--- src/rtl/pipe_hazard_ctl.sv ---
// ID-stage hazard controller: EX/MEM operand forwarding, load-use / branch / MUL-DIV
// scoreboard stall generation, and a saturating stall-cycle counter.
module pipe_hazard_ctl #(
    parameter int XLEN            = 32,
    parameter int RW              = 5,
    parameter int MD_LAT          = 4,
    parameter int BRANCH_EX_STALL = 0,
    parameter int CW              = 16
) (
    input  logic            clock,
    input  logic            reset,
    input  logic [RW-1:0]   id_rs,
    input  logic [RW-1:0]   id_rt,
    input  logic            id_use_rs,
    input  logic            id_use_rt,
    input  logic            id_branch,
    input  logic            id_md,
    input  logic [RW-1:0]   id_md_rd,
    input  logic            flush,
    input  logic [XLEN-1:0] qa,
    input  logic [XLEN-1:0] qb,
    input  logic            ewreg,
    input  logic            em2reg,
    input  logic [RW-1:0]   ern,
    input  logic [XLEN-1:0] ealu,
    input  logic            mwreg,
    input  logic            mm2reg,
    input  logic [RW-1:0]   mrn,
    input  logic [XLEN-1:0] malu,
    input  logic [XLEN-1:0] mmo,
    output logic [XLEN-1:0] da,
    output logic [XLEN-1:0] db,
    output logic            stall,
    output logic            wpcir,
    output logic            dbubble,
    output logic            md_busy,
    output logic [RW-1:0]   md_rd,
    output logic            md_done,
    output logic [CW-1:0]   stall_cnt
);

    localparam int CNTW = $clog2(MD_LAT + 1);
    localparam logic [CNTW-1:0] MD_LOAD = CNTW'(MD_LAT - 1);

    logic            r_md_busy;
    logic [RW-1:0]   r_md_rd;
    logic [CNTW-1:0] r_md_cnt;
    logic            r_md_done;
    logic [CW-1:0]   r_stall_cnt;

    logic            w_hz_rs;
    logic            w_hz_rt;
    logic            w_raw_stall;
    logic            w_stall;
    logic            w_issue;

    // EX has priority over MEM; r0 always reads the regfile value (which is zero).
    function automatic logic [XLEN-1:0] fwd_sel(
        input logic [RW-1:0]   r,
        input logic [XLEN-1:0] q,
        input logic            e_wreg,
        input logic            e_m2reg,
        input logic [RW-1:0]   e_rn,
        input logic [XLEN-1:0] e_alu,
        input logic            m_wreg,
        input logic            m_m2reg,
        input logic [RW-1:0]   m_rn,
        input logic [XLEN-1:0] m_alu,
        input logic [XLEN-1:0] m_mo
    );
        logic [XLEN-1:0] v;
        v = q;
        if (r != '0) begin
            if (e_wreg && !e_m2reg && (e_rn == r)) begin
                v = e_alu;
            end else if (m_wreg && (m_rn == r)) begin
                v = m_m2reg ? m_mo : m_alu;
            end
        end
        return v;
    endfunction

    function automatic logic hazard(
        input logic          use_r,
        input logic [RW-1:0] r,
        input logic          branch,
        input logic          e_wreg,
        input logic          e_m2reg,
        input logic [RW-1:0] e_rn,
        input logic          sb_busy,
        input logic [RW-1:0] sb_rd
    );
        logic load_use;
        logic br;
        logic sb;
        load_use = e_wreg && e_m2reg && (e_rn == r);
        br       = (BRANCH_EX_STALL != 0) && branch && e_wreg && (e_rn == r);
        sb       = sb_busy && (sb_rd == r);
        return use_r && (r != '0) && (load_use || br || sb);
    endfunction

    function automatic logic [CW-1:0] sat_inc(input logic [CW-1:0] c);
        return (c == {CW{1'b1}}) ? c : c + CW'(1);
    endfunction

    always_comb begin
        da = fwd_sel(id_rs, qa, ewreg, em2reg, ern, ealu, mwreg, mm2reg, mrn, malu, mmo);
        db = fwd_sel(id_rt, qb, ewreg, em2reg, ern, ealu, mwreg, mm2reg, mrn, malu, mmo);
    end

    always_comb begin
        w_hz_rs     = hazard(id_use_rs, id_rs, id_branch, ewreg, em2reg, ern,
                             r_md_busy, r_md_rd);
        w_hz_rt     = hazard(id_use_rt, id_rt, id_branch, ewreg, em2reg, ern,
                             r_md_busy, r_md_rd);
        w_raw_stall = w_hz_rs || w_hz_rt || (id_md && r_md_busy);
        // A redirect kills the ID instruction, so its hazards are irrelevant.
        w_stall     = w_raw_stall && !flush;
        w_issue     = id_md && !w_stall && !flush && !r_md_busy;
    end

    // Scoreboard for the single multi-cycle unit; flush never cancels an op in flight.
    always_ff @(posedge clock) begin
        if (reset) begin
            r_md_busy <= 1'b0;
            r_md_rd   <= '0;
            r_md_cnt  <= '0;
            r_md_done <= 1'b0;
        end else begin
            r_md_done <= 1'b0;
            if (r_md_busy) begin
                if (r_md_cnt != '0) begin
                    r_md_cnt <= r_md_cnt - CNTW'(1);
                end else begin
                    r_md_busy <= 1'b0;
                    r_md_done <= 1'b1;
                end
            end else if (w_issue) begin
                r_md_busy <= 1'b1;
                r_md_rd   <= id_md_rd;
                r_md_cnt  <= MD_LOAD;
            end
        end
    end

    always_ff @(posedge clock) begin
        if (reset) begin
            r_stall_cnt <= '0;
        end else if (w_stall) begin
            r_stall_cnt <= sat_inc(r_stall_cnt);
        end
    end

    always_comb begin
        stall     = w_stall;
        wpcir     = !w_stall;
        dbubble   = w_stall || flush;
        md_busy   = r_md_busy;
        md_rd     = r_md_rd;
        md_done   = r_md_done;
        stall_cnt = r_stall_cnt;
    end

endmodule

--- config.mk ---
export PLATFORM = sky130hd
export DESIGN_NAME = pipe_hazard_ctl
export DESIGN_NICKNAME = d
export VERILOG_FILES = /design/src/rtl/pipe_hazard_ctl.sv
export SDC_FILE = /design/constraint.sdc
export NUM_CORES = 1
export LEC_CHECK = 0
export CORE_AREA = 2 2 110 112
export DETAILED_ROUTE_END_ITERATION = 8
export DIE_AREA = 0 0 112 114
export GPL_TIMING_DRIVEN = 0
export PLACE_DENSITY = 0.74
export SYNTH_ARGS = -nofsm -noshare
export SYNTH_HDL_FRONTEND = slang
export SYNTH_SLANG_ARGS = --single-unit
export TNS_END_PERCENT = 5
--- constraint.sdc ---
create_clock -name clock -period 5.5 [get_ports clock]
set_input_delay 1.65 -clock clock [delete_from_list [all_inputs] [get_ports clock]]
set_output_delay 1.65 -clock clock [all_outputs]
set_load 0.005 [all_outputs]
Yosys cells after proc, flatten, opt, wreduce, memory -nomap -nowiden. Index checks and enable logic that the tools add are counted. Widths: inputs -> output; s select.

Register bits after elaboration: 26. Input port bits: 196. Output and inout bits: 90.

Add/sub/neg operators: 2. Equality and inequality tests: 8. Muxes and demuxes: 14. Bitwise logic cells: 2. Reduce and logical (&&, ||, !) cells: 36.

Operators with widths (number): $mux 32 (7); $eq 5x5->1 (6); $logic_and 1x1->1 (19); $add 16x1->16 const B (1); $eq 16x16->1 const B (1); $reduce_bool 5->1 (2); $mux 3 (3); $reduce_and 2->1 (3); $logic_or 1x1->1 (5); $logic_not 1->1 (4); $mux 1 (4); $reduce_bool 3->1 (1); $sub 3x1->3 const B (1); $ne 2x1->1 const B (1); $not 1->1 (2); $reduce_bool 2->1 (1); $reduce_or 2->1 (1).

Depth between registers and ports, before layout. Gate-level depths: netlist of the first run.

Depth in word-level cells: 13. Mapped depth: 10. Mapped depth without buffers: 7.

Worst setup path before layout of the first run. No wires, ideal clock.

Path kind: input port to output port. Start point: input id_rs[1]. End point: output da[21]. Arrival: 3301 ps. Data required time: 3850 ps. Path slack: 549 ps. Stages on the path: 10. Cells stage by stage: buf_6 xnor2_1 nand2_1 or4b_1 clkbuf_1 nor2b_1 clkbuf_1 clkbuf_1 a21oi_1 o22a_1.

Cells in the longest elaborated chain, start to end: 5. Elaborated cells between the ends (all ways): 8. Those cells by class: 2 x eq/ne; 3 x mux; 3 x reduce/logical.

RTL lines: start: declaration (line 12) `input logic [RW-1:0] id_rs,`; $eq 5x5->1 (line 76) `end else if (m_wreg && (m_rn == r)) begin`; $logic_and 1x1->1 (line 76); $mux 32 (line 76); $mux 32 (line 74) `if (e_wreg && !e_m2reg && (e_rn == r)) begin`; $mux 32 * (line 73) `if (r != '0) begin`; end: declaration (line 31) `output logic [XLEN-1:0] da,`.

Mark *: on every way between the ends. The rest lies on a longest branch, timed or not.

Worst setup path after layout of the first run.
Start point: input ern[3]. End point: output da[30].

Cells in the longest elaborated chain, start to end: 4.

RTL lines: start: declaration (line 24) `input logic [RW-1:0] ern,`; $eq 5x5->1 (line 74); $logic_and 1x1->1 (line 74); $mux 32 (line 74); $mux 32 (line 73).

No other way between the ends.

==> results.tsv, run 1 <==
metric	value	unit
worstSkewPairLatency	0.26	ns
stdcell_area	0.00667	mm²
final_max_slew_viol_count	0	
finalHoldViolCount	0	
critical_path.max_fanout	10	
min-delay-path-class	register to register	
h-tree-depth	1	
wirelength_per_cell	21.9	µm
static_leak	0.00266	µW
routed_wl	19.8	mm
setup_tns	-0.579	ns
fin_util	57.0	%
detail-route-antenna-nets	0	
filler_cell_count	1108	
sort_of_element_at_the_start_of_the_critical_path	input pin	
max_freq	0.179	GHz
synthArstFlopShare	0	%
post_cts_hold_buffer_count	0	
worst-slew-pin-transition	0.846	ns
critical_path_class	input pin to output port	
route.detailed.drc	0	
via_count	4932	
num_io_pins	286	
status	finished with violations	
synth.avg_cell_area	7.12	µm²
synth.mux.area_fraction	12.9	%
layout_setup_ws	-0.0954	ns
tritoncts	done	
first_global_vias	4797	
syn-cell-area	0.00330	mm²
critical_path.max_stage_delay	0.55	ns
grt_max_degree	18	
timing.final.crit_share	102	%
number_of_flops_mapped_to_enable_cells_by_yosys	0	
totalPowerFinal	742	µW
finalSetupViolations	9	
worst_ep_arrival_time	3.95	ns
count_of_yosys_warnings_during_synthesis	0	
max_cap_violations	0	
dpl.hpwl	16.2	mm
critPathRequiredTime	3.85	ns
drt_iter0_markers	404	
rsz0062_at_grt	true	
synth_cells	464	
synth.distinct_cells	45	
commonest_cells_after_routing_fill_and_taps_aside	clkdlybuf4s50_1 (230), nor2_1 (76), o22a_1 (64)	
xor_and_xnor_area_share_after_synthesis	7.96	%
synth-seq-area-share	15.8	%
place.gp.congestion	0.981	
crit_slowest_cell	or4b_4	
syn-num-nets	663	
area.growth.synth_to_final	102	%
die_height	114	µm
vdd_drop_max	98.6	µV
clkSlewWorstSetupHoldPaths	0.06	ns
drt-vias-per-instance	5.46	
die-area	0.0128	mm²
yosys.area_share.simple	23.0	%
synthFlopType	dfxtp_1	
clockBufferDepth	2	
core-area	0.0117	mm²
synth_fa_ha_area_share	1.14	%
grt_first_pass_wirelength	29.0	mm
worst_clock_skew	0.00198	ns
critPathCaptureType	output port	
p_per_cell_area	111	mW/mm²
layout-drive-gt1-share	11.4	%
violations	negative setup slack	
detailed_place.area	0.00630	mm²
fp-row-count	40	
fin_crit	5.60	ns
grt_overflow	0	
drtPass1Iterations	5	
antenna_found_initial	5	
die_width	112	µm
worst-r2r-setup-slack	3.13	ns
clock_sinks	26	
compound_gate_fraction_of_synth_area	33.9	%
starting_density_of_the_core	28.2	%
io_buffer_count	281	
ys_ff_latch	26	
synth_top_family_by_area	compound AO/OA/AOI/OAI gates	
timing.critical_path.cells	dlygate4sd2_1, xnor2_1, nand3_1, or4b_4, a21oi_4, buf_4, o22a_1, clkdlybuf4s50_1	
max_transition_margin	43.6	%
grt.total_usage	29.2	%
mostFrequentLayoutCell	clkdlybuf4s50_1	
cts-root-buf	clkbuf_16	
num-nets-final	956	
cts-buffers-inserted	3	
-- power breakdown --
part	switching (µW)	internal, µW
sequential	6.04	193
clock	65.4	96.5
combinational	144	237
-- synth_stat cells (8+ instances only) --
cell	number	area (µm²)
nor2b_1	8	50.1
o22a_1	64	561
nand3_1	11	55.1
nand2_1	10	37.5
dfxtp_1	26	521
xor2_1	21	184
nor2_1	82	308
mux2i_1	37	370
a21oi_1	78	390
nor3_1	8	40.0
xnor2_1	9	78.8
clkbuf_1	34	128
-- registers in the layout, indices dropped and copies added (netlist names) --
register,count
stall_cnt,16
r_md_cnt,3
md_rd,5
md_busy,1
md_done,1
-- final cells by class --
class	instances	area, µm²	area share (%)
multi-input combinational	395	2750	41.2
timing repair buffer	293	2850	42.8
clock buffer	3	75.1	1.12
sequential	26	520	7.80
buffer	34	269	4.03
inverter	4	15.0	0.225
antenna	2	5.00	0.0750
tap	147	184	2.76
-- worst paths after layout --
path	from	end	cells past startpoint
setup / recovery	ern[3]	da[30]	8
setup reg to reg	stall_cnt[3]	stall_cnt[4]	7
hold / removal	r_md_cnt[0]	r_md_cnt[0]	1
hold reg to reg	r_md_cnt[0]	r_md_cnt[0]	1
-- logic make-up (layout without fill, tap and decap cells) --
kind of cell	Yosys count	in the layout
multiplexers	42	42
other	0	2
AO/OA/AOI/OAI	163	163
buffers and inverters	43	334
XOR/XNOR	30	30
flip-flops	26	26
AND/OR/NAND/NOR	157	157
adder cells (fa/ha/maj)	3	3
-- worst max-delay path, delay by kind of cell --
family	cells	cell delay, ns
xor+xnor	1	0.14
buf+inv	3	1.03
compound gates	2	0.44
simple gates	2	0.67
-- layer usage --
| metal | routed length [µm] | vias to the layer above | share of wire [%] | global-route usage, % |
|---|---|---|---|---|
| met1 | 8400 | 2339 | 42 | 39.0 |
| li1 | - | 2312 | - | - |
| met3 | 1540 | 25 | 7.8 | 5.21 |
| met2 | 9520 | 250 | 48 | 50.2 |
| met5 | 44 | - | 0.22 | 0 |
| met4 | 295 | 6 | 1.5 | 5.04 |
-- through the flow --
step,setup slack (ns),cells,hold slack [ns]
finish,-0.0954,904,0.501
global route,-0.205,903,0.530
CTS,-0.0876,900,0.501
detailed placement,-1.02,892,0.486
global placement,-0.987,892,0.472
floorplan,0.549,464,0.462
-- timing repair --
item / 4_1_cts / 5_1_grt
pin swaps: 13 / 5
cloned: 1 / 0
endpoints found under the setup margin: 67 / 66
gates resized for setup: 130 / 36
buffers inserted: 9 / 2
No activity file was read; power rests on OpenSTA's default activity.
==> run 2: changes to the inputs <==
--- a/config.mk
+++ b/config.mk
@@ -5,6 +5,7 @@
 export SDC_FILE = /design/constraint.sdc
 export NUM_CORES = 1
 export LEC_CHECK = 0
+export CAP_MARGIN = 40
 export CORE_AREA = 2 2 110 112
 export DETAILED_ROUTE_END_ITERATION = 8
 export DIE_AREA = 0 0 112 114
==> results of run 2 <==
Final layout, timing and power as in run 1 (identical DEF).
